===== src/rtl/dps_irq_arbiter.sv =====
// Round-robin interrupt aggregator: masks up to 8 device level requests, presents one
// numbered request to the core and returns the core's acknowledge as a one-cycle pulse.
module dps_irq_arbiter #(
    parameter int P_DEV_N = 4,
    parameter int P_DEV_W = 2
) (
    input  logic               iCLOCK,
    input  logic               inRESET,
    input  logic [P_DEV_N-1:0] iDEV_IRQ_VALID,
    output logic [P_DEV_N-1:0] oDEV_IRQ_ACK,
    input  logic               iMASK_VALID,
    input  logic [P_DEV_N-1:0] iMASK_DATA,
    output logic [P_DEV_N-1:0] oMASK,
    output logic               oIRQ_VALID,
    output logic [P_DEV_W-1:0] oIRQ_NUM,
    input  logic               iIRQ_ACK
);

    localparam int W1 = P_DEV_W + 1;

    typedef enum logic [1:0] {
        ST_IDLE = 2'd0,
        ST_REQ  = 2'd1,
        ST_ACK  = 2'd2
    } state_t;

    state_t             state_q, state_d;
    logic               irq_valid_q, irq_valid_d;
    logic [P_DEV_W-1:0] irq_num_q, irq_num_d;
    logic [P_DEV_N-1:0] dev_ack_q, dev_ack_d;
    logic [P_DEV_N-1:0] mask_q, mask_d;
    logic [P_DEV_W-1:0] b_last_q, b_last_d;

    logic [P_DEV_N-1:0] cand;
    logic [P_DEV_N-1:0] rot;
    logic [P_DEV_W-1:0] slot_idx [P_DEV_N];
    logic [P_DEV_W-1:0] pick;

    // Arbitration always sees the mask as it was before any write in this cycle.
    assign cand = iDEV_IRQ_VALID & mask_q;

    // Slot gi of the rotated vector holds device (b_last + 1 + gi) mod P_DEV_N.
    for (genvar gi = 0; gi < P_DEV_N; gi++) begin : g_rot
        logic [W1-1:0] sum;
        assign sum          = {1'b0, b_last_q} + W1'(gi + 1);
        assign slot_idx[gi] = (sum > W1'(P_DEV_N - 1)) ? sum[P_DEV_W-1:0] - P_DEV_W'(P_DEV_N)
                                                       : sum[P_DEV_W-1:0];
        assign rot[gi]      = cand[slot_idx[gi]];
    end

    // Lowest rotated slot wins; slot_idx maps it back to a device number.
    always_comb begin
        pick = '0;
        for (int k = P_DEV_N - 1; k >= 0; k--) begin
            if (rot[k]) begin
                pick = slot_idx[k];
            end
        end
    end

    always_comb begin
        state_d     = state_q;
        irq_valid_d = irq_valid_q;
        irq_num_d   = irq_num_q;
        dev_ack_d   = '0;
        b_last_d    = b_last_q;
        mask_d      = iMASK_VALID ? iMASK_DATA : mask_q;

        case (state_q)
            ST_IDLE: begin
                if (|cand) begin
                    irq_num_d   = pick;
                    irq_valid_d = 1'b1;
                    state_d     = ST_REQ;
                end
            end
            ST_REQ: begin
                // Once latched, the request is kept even if the device drops or is masked.
                if (iIRQ_ACK) begin
                    irq_valid_d = 1'b0;
                    dev_ack_d   = P_DEV_N'(1) << irq_num_q;
                    b_last_d    = irq_num_q;
                    state_d     = ST_ACK;
                end
            end
            ST_ACK: begin
                state_d = ST_IDLE;
            end
            default: begin
                state_d     = ST_IDLE;
                irq_valid_d = 1'b0;
                irq_num_d   = '0;
                dev_ack_d   = '0;
            end
        endcase
    end

    always_ff @(posedge iCLOCK or negedge inRESET) begin
        if (!inRESET) begin
            state_q     <= ST_IDLE;
            irq_valid_q <= 1'b0;
            irq_num_q   <= '0;
            dev_ack_q   <= '0;
            mask_q      <= '1;
            b_last_q    <= P_DEV_W'(P_DEV_N - 1);
        end else begin
            state_q     <= state_d;
            irq_valid_q <= irq_valid_d;
            irq_num_q   <= irq_num_d;
            dev_ack_q   <= dev_ack_d;
            mask_q      <= mask_d;
            b_last_q    <= b_last_d;
        end
    end

    assign oDEV_IRQ_ACK = dev_ack_q;
    assign oMASK        = mask_q;
    assign oIRQ_VALID   = irq_valid_q;
    assign oIRQ_NUM     = irq_num_q;

endmodule


===== config.mk =====
export PLATFORM = sky130hd
export DESIGN_NAME = dps_irq_arbiter
export DESIGN_NICKNAME = d
export VERILOG_FILES = /design/src/rtl/dps_irq_arbiter.sv
export SDC_FILE = /design/constraint.sdc
export NUM_CORES = 1
export LEC_CHECK = 0
export CAP_MARGIN = 20
export CELL_PAD_IN_SITES_DETAIL_PLACEMENT = 0
export CELL_PAD_IN_SITES_GLOBAL_PLACEMENT = 2
export CORE_MARGIN = 4
export CORE_UTILIZATION = 27
export CTS_CLUSTER_SIZE = 16
export DETAILED_ROUTE_END_ITERATION = 8
export PLACE_DENSITY_LB_ADDON = 0.1
export SLEW_MARGIN = 20
export SYNTH_ARGS = -nofsm -noshare
export SYNTH_HDL_FRONTEND = slang
export SYNTH_SLANG_ARGS = --single-unit
export TNS_END_PERCENT = 50

===== constraint.sdc =====
create_clock -name iCLOCK -period 2.25 [get_ports iCLOCK]
set_clock_uncertainty 0.15 [all_clocks]
set_input_delay 0.45 -clock iCLOCK [delete_from_list [all_inputs] [get_ports iCLOCK]]
set_output_delay 0.45 -clock iCLOCK [all_outputs]
set_load 0.05 [all_outputs]

# Word level (Yosys, flattened, before mapping)
# Cells that the tools add are included.
# totals
regBits,15
latchBits,0
mem_bits_rw,0
rom_bits,0
output_inout_bits,11
wordCells,51
mem_count,0
# classes
add_sub_neg,4
n_mul,0
div,0
n_lt_le_gt_ge,4
eq_ne,4
shifts,1
mux,22
n_bitwise,3
n_reduce_logical,7
# op_table
cell,count
$mux 2,7
$lt 2x3->1 const B,4
$bmux 1 s2,4
$mux 4,2
$pmux 2 s2,2
$mux 1,6
$reduce_and 2->1,3
$add 2x1->2 const B,2
$add 2x2->2 const B,2
$and 4x4->4,1
$ne 2x2->1 const B,2
$reduce_or 4->1,1
$shl 1x2->4 const A,1
$pmux 1 s3,1
$reduce_and 3->1,1
$eq 2x1->1 const B,1
$eq 2x2->1 const B,1
$logic_not 2->1,1
$not 1->1,2
$reduce_or 2->1,1

# Longest topological paths before layout
# Gate-level depths: netlist (run 1).
# depth
depth_word,9
mapped_depth,6
ltp_nobuf,5

# Least setup slack after synthesis (run 1)
# No wires, ideal clock.
# synth_timing
path_type,register -> register
from,register mask_q[0] (netlist: oMASK[0])
to,register irq_valid_q (netlist: oIRQ_VALID)
setup_time_ps,125
t_arrival_ps,1630
path_slack_ps,345
stages_incl_launch_ff,6
path_cell_list,dfstp_2 > a22oi_1 > and3_1 > buf_6 > nor3_4 > mux2_4
# synth_between
elab_chain_len,4
# synth_rtl
item,line_no,source
"start, declared",31,"logic [P_DEV_N-1:0] mask_q, mask_d;"
"start signal, assigned",111,mask_q <= mask_d;
$and 4x4->4,40,assign cand = iDEV_IRQ_VALID & mask_q;
$reduce_or 4->1,71,if (|cand) begin
$ne 2x2->1 (no source line),-,
$reduce_and 3->1 (no source line),-,
"end signal, assigned",108,irq_valid_q <= irq_valid_d;
"end, declared",28,"logic irq_valid_q, irq_valid_d;"
# No other way between the ends.
# A chain may end at the register's enable or synchronous reset.

# Worst setup path in the final report (run 1)
# layout_timing
from,register irq_num_q[0] (netlist: oIRQ_NUM[0])
to,output oIRQ_NUM[0]
# layout_lines
item,line_no,source
"start, declared",29,"logic [P_DEV_W-1:0] irq_num_q, irq_num_d;"
"start signal, assigned",109,irq_num_q <= irq_num_d;
"end, declared",15,"output logic [P_DEV_W-1:0] oIRQ_NUM,"
# No word-level cell between the ends.

==> impl_metrics.yaml, run 1 <==
logic_synthesis:
  synth_compound_area_share_pct: 13.8
  synthTopCellsByArea: "dfrtp_1 31%, dfstp_2 22%, mux2_1 6.2%, ha_1 5.2%, nand2_1 3.6%"
  synth_mux_area_share_pct: 8.26
  synthCells: 65
  synthDistinctLibCells: 26
  synth_fp_nets: 80
  synth_top_family_by_area: "simple AND/OR/NAND/NOR gates"
  synth_area_um2: 727
  yosys.area.top_type: "dfrtp_1"
  ys_warn_count: 0
  syn_area_per_cell_um2: 11.2
  yosysMostFrequentCell: "dfrtp_1"
  yosys.area_share.simple_pct: 16.0
  async_flop_share_pct: 100
  synthFlopType: "dfrtp_1"
  synth.yosys.seq_area_share_pct: 52.7
  synth_xor_area_share_pct: 0
  synth_top_area_share_pct: 31.0
  synthTopCellsByCount: "9 x dfrtp_1, 7 x nand2_1, 6 x dfstp_2"
  synthAdderAreaFrac_pct: 5.16
  ys_ff_latch: 15
  synth_edf_count: 0
clock_tree:
  cts-root-buf: "clkbuf_4"
  cts.repair.resized: 0
  tritoncts: "yes"
  postCtsHoldBufs: 0
  clockBufferDepth: 2
  cts_buffers: 3
  clk_pin_slew_ns: 0.09
  htree_levels: 1
  post-cts-setup-buffers: 0
  clock_latency_ns: 0.28
  clock-sinks: 15
floorplanning:
  die_w_um: 59.9
  dieArea_um2: 3590
  die_h_um: 59.9
  start_util_pct: 28.8
  core-area_um2: 2520
  ios: 23
  rows: 18
critical_path:
  critPathRequiredTime_ns: 1.65
  path_delay_family: "buffers and inverters"
  rr_endpoint: "oIRQ_VALID$_DFFE_PN0P_"
  crit_buf_inv: 1
  cpPeakStageDelay_ns: 0.83
  path_cells: "clkdlybuf4s50_1"
  start_kind: "flop"
  critical_path.endpoint: "oIRQ_NUM[0]"
  crit_path_end_kind: "primary output"
  worstRegToRegCells: 4
  crit_fanout: 5
  cp_slowest_cell: "clkdlybuf4s50_1"
  worstReg2RegStart: "oMASK[0]$_DFFE_PN1P_"
  reg2reg_slack_ns: 0.59
  critPathLaunch: "oIRQ_NUM[0]$_DFFE_PN0P_"
  path_class: "reg -> out"
  path_depth: 1
  worstPathArrival_ns: 1.53
sta:
  worst_slew_pin_slew_ns: 0.504
  setup_viol: 0
  fmax_mhz: 469
  slew_viol_final: 0
  min_period_ns: 2.13
  rsz0062_at_grt: "false"
  fin_tns_setup_ns: 0
  hold_violations: 0
  slew_headroom_pct: 66.3
  period_share_pct: 94.7
power:
  p_leak_nw: 0.458
  power_density_nw_per_um2: 1060
  power_mw: 1.07
  ir_drop_v: 0.000602
status:
  run_status: "complete, no violations"
drt:
  wl_per_cell_um: 13.1
  viasPerCell: 4.75
  drtAntennaViolNets: 0
  drtIter0Drc: 6
  drc: 0
  routed-via-count: 580
  dr.pass1.iters: 3
  drt-total-wl_um: 1590
cells_and_area:
  nFillCells: 280
  num_antenna_cells: 0
  area_delta_synth_final_pct: 38.6
  final_nets: 108
  drive_gt1_share_pct: 18.5
place:
  gp_congestion: 0.668
  dp_hpwl_um: 1270
  port_buffers: 22
job:
  maxCapViolCount: 0
grt:
  gr-total-overflow: 0
  grt_pass1_vias: 597
  grt_pass1_wl_um: 2680
  grt.total_usage_pct: 10.4
  grt_max_degree: 16
  antenna_found_initial: 0
worst_hold_path:
  hold_path_class: "in -> async"
power breakdown:
part	total (mW)	switching (mW)	internal [mW]
registers	0.403	0.0554	0.348
clock network	0.152	0.0833	0.0688
logic	0.513	0.301	0.211
total	1.07	0.440	0.628
routing by layer:
metal,up-vias,wire length [um],track usage (%)
li1,284,-,-
met1,269,685,12.3
met2,23,744,17.1
met3,4,137,3.02
met5,-,0,0
met4,0,26,4.75
flip-flops by register name (all words and copies together) (netlist names):
| name | count |
|---|---|
| b_last_q | 2 |
| state_q | 2 |
| oMASK | 4 |
| oIRQ_NUM | 2 |
| oIRQ_VALID | 1 |
| oDEV_IRQ_ACK | 4 |
final cells by class:
class                   instances  area [um^2]  area share [%]
well taps                      30         37.5            3.73
inverters                       5         18.8            1.86
repair buffers                 24          228            22.6
multi-input cells              44          314            31.2
clock buffers                   4         26.3            2.61
flip-flops and latches         15          383            38.0
layout by cell type (no fill, tap or decap), types with 2 or more instances in the layout:
| master | n |
|---|---|
| buf_4 | 6 |
| nand2_1 | 7 |
| ha_1 | 3 |
| nor2_1 | 4 |
| clkdlybuf4s50_1 | 17 |
| o31ai_1 | 3 |
| o21ai_1 | 3 |
| inv_1 | 5 |
| a22oi_1 | 2 |
| dfstp_2 | 6 |
| nand3_1 | 3 |
| clkbuf_4 | 3 |
| nor3_1 | 2 |
| dfrtp_1 | 9 |
| mux2_1 | 4 |
cell families after synthesis:
logic type / Yosys count
multiplexers: 5
adder cells (fa/ha/maj): 3
flip-flops: 15
AO/OA/AOI/OAI: 14
buffers and inverters: 6
AND/OR/NAND/NOR: 22
stage by stage:
step | hold WS (ns) | area [um^2] | worst slack, ns | utilization [%] | instances
finish | 0.331 | 1010 | 0.119 | 39.9 | 122
global route | 0.341 | 1010 | 0.0432 | 39.9 | 122
CTS | 0.333 | 1000 | 0.0557 | 39.8 | 122
detailed placement | 0.331 | 978 | 0.185 | 38.8 | 118
global placement | 0.325 | 978 | 0.210 | 38.8 | 118
floorplan | 0.00441 | 727 | 0.345 | - | 65
worst min path at each step:
stage / slack, ns / endpoint / cells after the start
after floorplan: 0.004 / oDEV_IRQ_ACK[0]$_DFF_PN0_ / 0
after global placement: 0.33 / b_last_q[0]$_DFFE_PN1P_ / 2
after detailed placement: 0.33 / b_last_q[0]$_DFFE_PN1P_ / 2
after CTS: 0.33 / oDEV_IRQ_ACK[0]$_DFF_PN0_ / 2
after global routing: 0.34 / oIRQ_NUM[1]$_DFFE_PN0P_ / 2
final: 0.33 / oDEV_IRQ_ACK[3]$_DFF_PN0_ / 2
Note: power is estimated with default switching activity, not from simulation.
==> run 2, diff against run 1 <==
--- a/config.mk
+++ b/config.mk
@@ -12,6 +12,7 @@
 export CORE_UTILIZATION = 27
 export CTS_CLUSTER_SIZE = 16
 export DETAILED_ROUTE_END_ITERATION = 8
+export HOLD_SLACK_MARGIN = 0.02
 export PLACE_DENSITY_LB_ADDON = 0.1
 export SLEW_MARGIN = 20
 export SYNTH_ARGS = -nofsm -noshare
==> results of run 2 <==
Final layout, timing and power as in run 1 (identical DEF).
==> run 3, diff against run 2 <==
--- a/config.mk
+++ b/config.mk
@@ -5,15 +5,14 @@
 export SDC_FILE = /design/constraint.sdc
 export NUM_CORES = 1
 export LEC_CHECK = 0
-export CAP_MARGIN = 20
 export CELL_PAD_IN_SITES_DETAIL_PLACEMENT = 0
 export CELL_PAD_IN_SITES_GLOBAL_PLACEMENT = 2
 export CORE_MARGIN = 4
-export CORE_UTILIZATION = 27
+export CORE_UTILIZATION = 25
 export CTS_CLUSTER_SIZE = 16
 export DETAILED_ROUTE_END_ITERATION = 8
 export HOLD_SLACK_MARGIN = 0.02
-export PLACE_DENSITY_LB_ADDON = 0.1
+export PLACE_DENSITY_LB_ADDON = 0.2
 export SLEW_MARGIN = 20
 export SYNTH_ARGS = -nofsm -noshare
 export SYNTH_HDL_FRONTEND = slang
==> impl_metrics.yaml, run 3 (same netlist as run 1, synthesis figures left out) <==
status:
  run_status: "complete, no violations"
floorplanning:
  die_w_um: 61.9
  start_util_pct: 26.4
  ios: 23
  rows: 19
  die_h_um: 61.9
  core-area_um2: 2760
  dieArea_um2: 3830
sta:
  fmax_mhz: 465
  slew_viol_final: 0
  worst_slew_pin_slew_ns: 0.497
  period_share_pct: 95.5
  fin_hold_ws_ns: 0.308
  setup_viol: 0
  hold_violations: 0
  min_period_ns: 2.15
  rsz0062_at_grt: "false"
  fin_tns_setup_ns: 0
  slew_headroom_pct: 66.8
grt:
  grt_max_degree: 16
  grt_pass1_wl_um: 2790
  gr-total-overflow: 0
  grt_pass1_vias: 607
  grt.total_usage_pct: 10.1
  antenna_found_initial: 0
critical_path:
  crit_buf_inv: 1
  path_delay_family: "buffers and inverters"
  start_kind: "flop"
  worstRegToRegCells: 4
  reg2reg_slack_ns: 0.60
  cp_slowest_cell: "clkdlybuf4s50_1"
  crit_fanout: 5
  worstReg2RegStart: "oMASK[0]$_DFFE_PN1P_"
  rr_endpoint: "oIRQ_VALID$_DFFE_PN0P_"
  path_cells: "clkdlybuf4s50_1"
  cpPeakStageDelay_ns: 0.83
  crit_path_end_kind: "primary output"
  path_class: "reg -> out"
  critPathRequiredTime_ns: 1.65
  worstPathArrival_ns: 1.55
power:
  ir_drop_v: 0.000460
  p_leak_nw: 0.452
  power_density_nw_per_um2: 1050
place:
  dp_hpwl_um: 1290
  dp.cells: 121
  gp_congestion: 0.645
  port_buffers: 22
worst_hold_path:
  hold_path_class: "in -> async"
clock_tree:
  cts_buffers: 3
  post-cts-setup-buffers: 0
  clock_latency_ns: 0.29
  cts-root-buf: "clkbuf_4"
  tritoncts: "yes"
  clockBufferDepth: 2
  cts.repair.resized: 0
  htree_levels: 1
  postCtsHoldBufs: 0
  clock-sinks: 15
  clk_pin_slew_ns: 0.11
cells_and_area:
  area_delta_synth_final_pct: 41.0
  drive_gt1_share_pct: 21.3
  final_nets: 110
  num_antenna_cells: 0
  final_common_cell: "clkdlybuf4s50_1"
  layoutNonFillerInstCount: 125
  layout_common_cells: "18 x clkdlybuf4s50_1, 9 x dfrtp_1, 8 x buf_4, 7 x nand2_1, 6 x dfstp_2"
drt:
  wl_per_cell_um: 12.6
  drtAntennaViolNets: 0
  viasPerCell: 4.58
  drt-total-wl_um: 1570
  dr.pass1.iters: 4
  drtIter0Drc: 13
  routed-via-count: 573
  drc: 0
job:
  maxCapViolCount: 0
-- run 3: area by class of cell --
type | instances | area (um^2)
Timing Repair Buffer | 26 | 240
Tap cell | 31 | 38.8
Inverter | 5 | 18.8
Clock buffer | 3 | 22.5
Fill cell | 286 | 1730
Clock inverter | 1 | 7.51
Sequential cell | 15 | 383
Multi-Input combinational cell | 44 | 314
-- run 3: worst max path at each step --
| stage | start | end | slack, ns | depth (start not counted) |
|---|---|---|---|---|
| finish | oIRQ_NUM[0]$_DFFE_PN0P_ | oIRQ_NUM[0] | 0.10 | 1 |
| global route | oIRQ_NUM[0]$_DFFE_PN0P_ | oIRQ_NUM[0] | 0.01 | 1 |
| detailed placement | iDEV_IRQ_VALID[0] | oIRQ_VALID$_DFFE_PN0P_ | 0.19 | 5 |
| CTS | oIRQ_NUM[0]$_DFFE_PN0P_ | oIRQ_NUM[0] | 0.08 | 1 |
| floorplan | oMASK[0]$_DFFE_PN1P_ | oIRQ_VALID$_DFFE_PN0P_ | 0.35 | 5 |
| global placement | iDEV_IRQ_VALID[0] | oIRQ_VALID$_DFFE_PN0P_ | 0.21 | 5 |
-- run 3: worst reg2reg max path, delay by kind of cell, from the launching register on --
kind,cells,cell delay (ns)
AND/OR/NAND/NOR,2,0.40
multiplexers,1,0.31
AO/OA/AOI/OAI,1,0.11
flip-flops,1,0.58
-- run 3: through the flow --
stage | setup WS [ns] | power [mW] | utilization (%) | area [um^2]
2_1_floorplan | 0.345 | 0.765 | - | 727
3_3_place_gp | 0.214 | 0.932 | 36.1 | 995
3_5_place_dp | 0.194 | 0.928 | 36.1 | 995
4_1_cts | 0.0804 | 1.10 | 37.2 | 1020
5_1_grt | 0.0119 | 1.17 | 37.2 | 1020
6_report | 0.101 | 1.08 | 37.2 | 1020
-- run 3: routing by layer --
| metal | share of wire [%] | global-route usage [%] | wire (um) | vias up |
|---|---|---|---|---|
| met3 | 6.1 | 3.93 | 96 | 2 |
| met1 | 45 | 11.7 | 702 | 267 |
| li1 | - | - | - | 291 |
| met4 | 0.51 | 3.64 | 8 | 0 |
| met5 | 0 | 0 | 0 | - |
| met2 | 49 | 16.9 | 767 | 13 |
-- run 3: power by group --
part | leakage, nW | switching (mW) | internal (mW)
registers | 0.181 | 0.0481 | 0.348
clock network | 0.0139 | 0.0983 | 0.0675
logic | 0.257 | 0.298 | 0.219
